[src/rtl/clklos_pkg.sv]
// Shared definitions for the clock-loss monitor.
//   DefDivW     - default width of the detector-enable period divider
//   DefCntW     - default width of debounce thresholds and the event counter
//   los_state_e - debounce FSM states
package clklos_pkg;

  localparam int unsigned DefDivW = 16;
  localparam int unsigned DefCntW = 8;

  typedef enum logic [1:0] {
    StIdle,
    StArm,
    StOk,
    StLoss
  } los_state_e;

endpackage

[src/rtl/clklos_strobe_gen.sv]
// Detector-enable strobe generator.
// Counts 0..P-1 with P = max(div_val, 2) and emits det_en on the last count.
// The period is taken from div_val only at the start of each period (count 0),
// so a change mid-period takes effect after the next wrap.
//   ref_clk - clock, all logic on posedge
//   rst_n   - synchronous active-low reset
//   enable  - low holds the counter at 0 and det_en low
//   div_val - requested period in ref_clk cycles
//   det_en  - one-cycle strobe to the detector
module clklos_strobe_gen #(
  parameter int unsigned DIV_W = clklos_pkg::DefDivW
) (
  input  logic             ref_clk,
  input  logic             rst_n,
  input  logic             enable,
  input  logic [DIV_W-1:0] div_val,
  output logic             det_en
);

  logic [DIV_W-1:0] cnt_q, cnt_d;
  logic [DIV_W-1:0] per_q, per_d;
  logic [DIV_W-1:0] per_eff;

  always_comb begin
    // At count 0 a new period starts, so the live (clamped) div_val applies.
    per_eff = per_q;
    if (cnt_q == '0) begin
      per_eff = (div_val < DIV_W'(2)) ? DIV_W'(2) : div_val;
    end

    det_en = enable && (cnt_q == (per_eff - DIV_W'(1)));

    cnt_d = cnt_q;
    per_d = per_q;
    if (!enable) begin
      cnt_d = '0;
    end else begin
      per_d = per_eff;
      cnt_d = det_en ? '0 : (cnt_q + DIV_W'(1));
    end
  end

  always_ff @(posedge ref_clk) begin
    if (!rst_n) begin
      cnt_q <= '0;
      per_q <= DIV_W'(2);
    end else begin
      cnt_q <= cnt_d;
      per_q <= per_d;
    end
  end

endmodule

[src/rtl/clklos_mon.sv]
// Clock-loss monitor: paces an external loss detector, debounces its flag and
// keeps a sticky interrupt plus a saturating count of loss declarations.
//   ref_clk   - clock, all logic on posedge
//   rst_n     - synchronous active-low reset
//   enable    - run; low forces IDLE and clears run state (los_int/los_cnt kept)
//   div_val   - det_en period in ref_clk cycles (min 2)
//   set_thr   - consecutive bad samples to declare loss (min 1)
//   clr_thr   - consecutive good samples to clear loss (min 1)
//   clk_loss  - detector flag, looked at only the cycle after det_en
//   int_clr   - pulse, clears los_int (a same-cycle declaration wins)
//   cnt_clr   - pulse, clears los_cnt (a same-cycle declaration leaves 1)
//   det_en    - one-cycle strobe to the detector
//   los_alarm - debounced loss state
//   los_int   - sticky loss interrupt
//   los_cnt   - saturating count of loss declarations
module clklos_mon
  import clklos_pkg::*;
#(
  parameter int unsigned DIV_W = DefDivW,
  parameter int unsigned CNT_W = DefCntW
) (
  input  logic             ref_clk,
  input  logic             rst_n,
  input  logic             enable,
  input  logic [DIV_W-1:0] div_val,
  input  logic [CNT_W-1:0] set_thr,
  input  logic [CNT_W-1:0] clr_thr,
  input  logic             clk_loss,
  input  logic             int_clr,
  input  logic             cnt_clr,
  output logic             det_en,
  output logic             los_alarm,
  output logic             los_int,
  output logic [CNT_W-1:0] los_cnt
);

  clklos_strobe_gen #(
    .DIV_W(DIV_W)
  ) u_strobe (
    .ref_clk(ref_clk),
    .rst_n  (rst_n),
    .enable (enable),
    .div_val(div_val),
    .det_en (det_en)
  );

  los_state_e       state_q, state_d;
  logic             samp_q, samp_d;
  logic [CNT_W-1:0] bad_q, bad_d;
  logic [CNT_W-1:0] good_q, good_d;
  logic             int_q, int_d;
  logic [CNT_W-1:0] cnt_q, cnt_d;

  logic [CNT_W-1:0] t_set, t_clr;
  logic [CNT_W-1:0] bad_inc, good_inc, cnt_sat;
  logic             decl;

  // A zero threshold behaves as one.
  assign t_set = (set_thr == '0) ? CNT_W'(1) : set_thr;
  assign t_clr = (clr_thr == '0) ? CNT_W'(1) : clr_thr;

  // Runs stay below their threshold, so the increment cannot wrap.
  assign bad_inc  = bad_q + CNT_W'(1);
  assign good_inc = good_q + CNT_W'(1);
  assign cnt_sat  = (cnt_q == '1) ? cnt_q : (cnt_q + CNT_W'(1));

  always_comb begin
    state_d = state_q;
    bad_d   = bad_q;
    good_d  = good_q;
    decl    = 1'b0;
    // The detector updates clk_loss on the strobe edge; look one cycle later.
    samp_d  = det_en;

    if (!enable) begin
      state_d = StIdle;
      bad_d   = '0;
      good_d  = '0;
      samp_d  = 1'b0;
    end else begin
      case (state_q)
        StIdle: begin
          state_d = StArm;
        end
        StArm: begin
          // First sample reflects stale detector state; discard it.
          if (samp_q) begin
            state_d = StOk;
            bad_d   = '0;
            good_d  = '0;
          end
        end
        StOk: begin
          if (samp_q) begin
            if (!clk_loss) begin
              bad_d = '0;
            end else if (bad_inc >= t_set) begin
              state_d = StLoss;
              decl    = 1'b1;
              bad_d   = '0;
              good_d  = '0;
            end else begin
              bad_d = bad_inc;
            end
          end
        end
        StLoss: begin
          if (samp_q) begin
            if (clk_loss) begin
              good_d = '0;
            end else if (good_inc >= t_clr) begin
              state_d = StOk;
              bad_d   = '0;
              good_d  = '0;
            end else begin
              good_d = good_inc;
            end
          end
        end
        default: begin
          state_d = StIdle;
        end
      endcase
    end

    // Declaration takes priority over the clear pulses.
    int_d = int_q;
    if (decl) begin
      int_d = 1'b1;
    end else if (int_clr) begin
      int_d = 1'b0;
    end

    cnt_d = cnt_q;
    if (decl) begin
      cnt_d = cnt_clr ? CNT_W'(1) : cnt_sat;
    end else if (cnt_clr) begin
      cnt_d = '0;
    end
  end

  always_ff @(posedge ref_clk) begin
    if (!rst_n) begin
      state_q <= StIdle;
      samp_q  <= 1'b0;
      bad_q   <= '0;
      good_q  <= '0;
      int_q   <= 1'b0;
      cnt_q   <= '0;
    end else begin
      state_q <= state_d;
      samp_q  <= samp_d;
      bad_q   <= bad_d;
      good_q  <= good_d;
      int_q   <= int_d;
      cnt_q   <= cnt_d;
    end
  end

  assign los_alarm = (state_q == StLoss);
  assign los_int   = int_q;
  assign los_cnt   = cnt_q;

endmodule

[config.mk]
export PLATFORM = sky130hd
export DESIGN_NAME = clklos_mon
export DESIGN_NICKNAME = d
export VERILOG_FILES = /design/src/rtl/clklos_pkg.sv /design/src/rtl/clklos_strobe_gen.sv /design/src/rtl/clklos_mon.sv
export SDC_FILE = /design/constraint.sdc
export NUM_CORES = 1
export LEC_CHECK = 0
export CORE_ASPECT_RATIO = 1.2
export CORE_MARGIN = 5
export CORE_UTILIZATION = 30
export DETAILED_ROUTE_END_ITERATION = 8
export PLACE_DENSITY = 0.47
export SYNTH_ARGS = -nofsm -noshare
export SYNTH_HDL_FRONTEND = slang
export SYNTH_SLANG_ARGS = --single-unit
[constraint.sdc]
create_clock -name ref_clk -period 9.22 [get_ports ref_clk]
set_input_delay 1.844 -clock ref_clk [delete_from_list [all_inputs] [get_ports ref_clk]]
set_output_delay 1.844 -clock ref_clk [all_outputs]
set_load 0.005 [all_outputs]
==> run_results.csv <==
group,metric,value,unit
sta,finalCritPeriodShare,95.6,%
synthesis,async_reset_ff_share,0,%
floorplan,fp.coreArea,13900,µm²
finish,nNetsFinal,643,
pwr,p_switching,0.181,mW
critical_path,cp_data_required_time,7.38,ns
global_route,antenna_found_initial,0,
routing,drtIter0Drc,165,
clock_network,insertion_delay,0.33,ns
finish,regArea,1200,µm²
pwr,power.clock.fraction,48.1,%
global_route,grt_max_degree,28,
routing,drt-wirelength-per-cell,15.6,µm
clock_network,cts_tree,"done",
routing,ant_nets,0,
clock_network,cts_made_buffers,9,
finish,fillCellCount,1429,
placed_design,gp_congestion,0.946,
finish,multi_input_area,2900,µm²
sta,fin_tns_setup,0,ns
clock_network,clockBufferDepth,2,
placed_design,io_buffer_count,48,
critical_path,cp_max_fo,4,
pwr,leakage,2.10,nW
pwr,p_sw_share,25.4,%
critical_path,cp-end-kind,"primary output",
finish,diodes,0,
floorplan,design.die.area,16800,µm²
synthesis,synth_seq_cells,60,
synthesis,synth_cell_types,59,
clock_network,path_clk_slew,0.05,ns
synthesis,synth_edf_count,0,
sta,clock_skew,0.00498,ns
global_route,grt_pass1_vias,4011,
synthesis,synth_flop_cell,"dfxtp_1",
synthesis,synthCells,540,
floorplan,io_pins,49,
clock_network,cts-resized-gates,0,
synthesis,avgSynthCellArea,7.94,µm²
finish,layout_common_cells,"66 x nand2_1, 60 x dfxtp_1, 48 x clkdlybuf4s50_1, 44 x nor2_1, 32 x xor2_1",
critical_path,r2r_cells,17,
pwr,p_int,0.534,mW
sta,worst_slack,0.409,ns
critical_path,r2r_setup_slack,4.44,ns
floorplan,die_width,119,µm
global_route,track_usage,14.5,%
hold_path,hp-class,"flop to flop",
sta,slew_headroom,41.7,%
sta,rsz0062_at_grt,"false",
global_route,grt_pass1_wl,19900,µm
routing,wl_met2,5820,µm
routing,routed_wl,11800,µm
pwr,ir_worst_vdd,0.0607,mV
global_route,grt_overflow,0,
sta,finalHoldViolCount,0,
synthesis,syn_area,4290,µm²
floorplan,rows,47,
routing,wl_met3,459,µm
critical_path,rr_endpoint,"samp_q",
clock_network,cts_setup_buffers,0,
sta,fmax,113,MHz
sta,setup_viol,0,
critical_path,path_cells,"clkdlybuf4s50_1 > or4_1 > or4_1 > o211a_1 > a21oi_1 > ha_1 > or3b_2 > nor2_1 > mux2i_1 > or3_1 > a221o_1 > or4_4 > nor4_4 > clkdlybuf4s50_1",
routing,met1Wirelength,5290,µm
clock_network,root_buffer,"clkbuf_16",
routing,routed.top_layer,"met4",
synthesis,synth_warnings,0,
routing,firstDrtPassIters,4,
critical_path,cp_slowest_stage_delay,0.59,ns
finish,syn2layout_area_growth,22.1,%
routing,viasPerCell,5.24,
finish,layout_commonest_cell,"nand2_1",
sta,slew_viol_final,0,
placed_design,dp_hpwl,9040,µm
clock_network,cts_sinks,60,
critical_path,arrival,6.97,ns
floorplan,start_util,30.8,%
routing,vias,3977,
critical_path,rr_startpoint,"u_strobe.cnt_q[0]",
routing,route.detailed.drc,0,
placed_design,place_ws,0.388,ns
critical_path,start_kind,"input port",
outcome,status,"completed",
clock_network,cts_max_level,3,
hold_path,hold_path_end,"good_q[7]",
synthesis,seq_area_frac_synth,28.0,%
hold_path,hold_start,"good_q[7]",
finish,drive_gt1_share,8.16,%
critical_path,crit_type,"input port to primary output",
run,cap_violations,0,
sta,finalWorstPathRequiredPeriod,8.81,ns
finish,final_core_util,37.5,%
hold_path,holdPathStages,2,
pwr,seqPwrFrac,38.1,%
clock_network,hold_buffers,0,
sta,holdWs,0.469,ns
sta,tightest_slew,0.872,ns
pwr,powerDensity,137,nW/µm²
floorplan,die_h,141,µm
critical_path,worst_path_max_delay_cell,"or4_1",
synthesis,syn-num-nets,600,
pwr,p_comb_share,13.8,%
==> power by group through the flow <==
| stage | logic [mW] | registers [mW] | clock network [mW] |
|---|---|---|---|
| final | 0.0989 | 0.272 | 0.344 |
| after global routing | 0.109 | 0.273 | 0.365 |
| after CTS | 0.0995 | 0.272 | 0.353 |
| after detailed placement | 0.0989 | 0.278 | 0 |
| after global placement | 0.0994 | 0.278 | 0 |
| after floorplan | 0.0610 | 0.275 | 0 |
==> how the worst max path moves through the flow <==
| stage | start | slack [ns] | to | cells past startpoint |
|---|---|---|---|---|
| detailed placement | div_val[12] | 0.39 | det_en | 14 |
| global placement | div_val[13] | 0.48 | det_en | 14 |
| CTS | div_val[12] | 0.36 | det_en | 14 |
| global route | div_val[13] | 0.18 | det_en | 14 |
| floorplan | div_val[6] | 1.16 | det_en | 15 |
| finish | div_val[12] | 0.41 | det_en | 14 |
==> sequential cells by signal, summed over array words and instances, names as in the netlist <==
name	count
good_q	8
los_cnt	8
bad_q	8
samp_q	1
u_strobe.per_q	16
los_int	1
state_q	2
u_strobe.cnt_q	16
==> stage by stage <==
| stage | power, mW | cell area [µm²] | std cells |
|---|---|---|---|
| 2_1_floorplan | 0.336 | 4290 | 540 |
| 3_3_place_gp | 0.377 | 4930 | 743 |
| 3_5_place_dp | 0.377 | 4930 | 743 |
| 4_1_cts | 0.725 | 5230 | 759 |
| 5_1_grt | 0.747 | 5230 | 759 |
| 6_report | 0.715 | 5230 | 759 |
==> Yosys cell counts, types with 4 or more instances <==
cell type	count	area [µm²]
or3_1	5	31.3
and3_1	13	81.3
nand4_1	9	56.3
a2111oi_0	4	35.0
nand2b_1	8	50.1
a21o_1	6	45.0
mux2i_1	11	110
ha_1	22	275
nor4_1	5	31.3
a21oi_1	22	110
xnor2_1	20	175
nor2_1	44	165
or2_2	7	43.8
nand3b_1	7	52.6
a21boi_0	15	113
o21ai_0	22	110
or4_1	6	45.0
nand2_1	66	248
a22oi_1	4	30.0
nor2b_1	8	50.1
nor3_2	9	90.1
nor3_1	18	90.1
clkbuf_1	17	63.8
and2_1	8	50.1
nand3_1	24	120
or3b_2	4	35.0
inv_1	19	71.3
xor2_1	32	280
dfxtp_1	60	1200
==> cell type report <==
| cell class | instances | area share (%) |
|---|---|---|
| Multi-Input combinational cell | 437 | 55.5 |
| Sequential cell | 60 | 23.0 |
| Timing Repair Buffer | 56 | 10.3 |
| Clock buffer | 12 | 4.90 |
| Tap cell | 171 | 4.09 |
| Inverter | 19 | 1.36 |
| Clock inverter | 4 | 0.909 |
==> metal layers <==
layer / vias to the layer above / GRT usage (%)
met1: 1855 / 17.7
met5: - / 0
met4: 0 / 6.04
li1: 2007 / -
met2: 92 / 24.9
met3: 23 / 2.68
==> logic make-up after synthesis <==
kind of cell	share of synthesized area (%)
simple gates	32.9
compound gates	15.2
flops	28.0
xor+xnor	10.6
buf+inv	4.29
fa+ha+maj	6.42
mux	2.57
==> worst max-delay path: cells and delay by family <==
kind                       cells  cell delay (ns)
buffers and inverters          2             1.04
AOI/OAI and AO/OA              3             0.75
and+or+nand+nor                7             2.96
adders and majority gates      1             0.24
muxes                          1             0.14
Power figures use the tool's default switching activity.
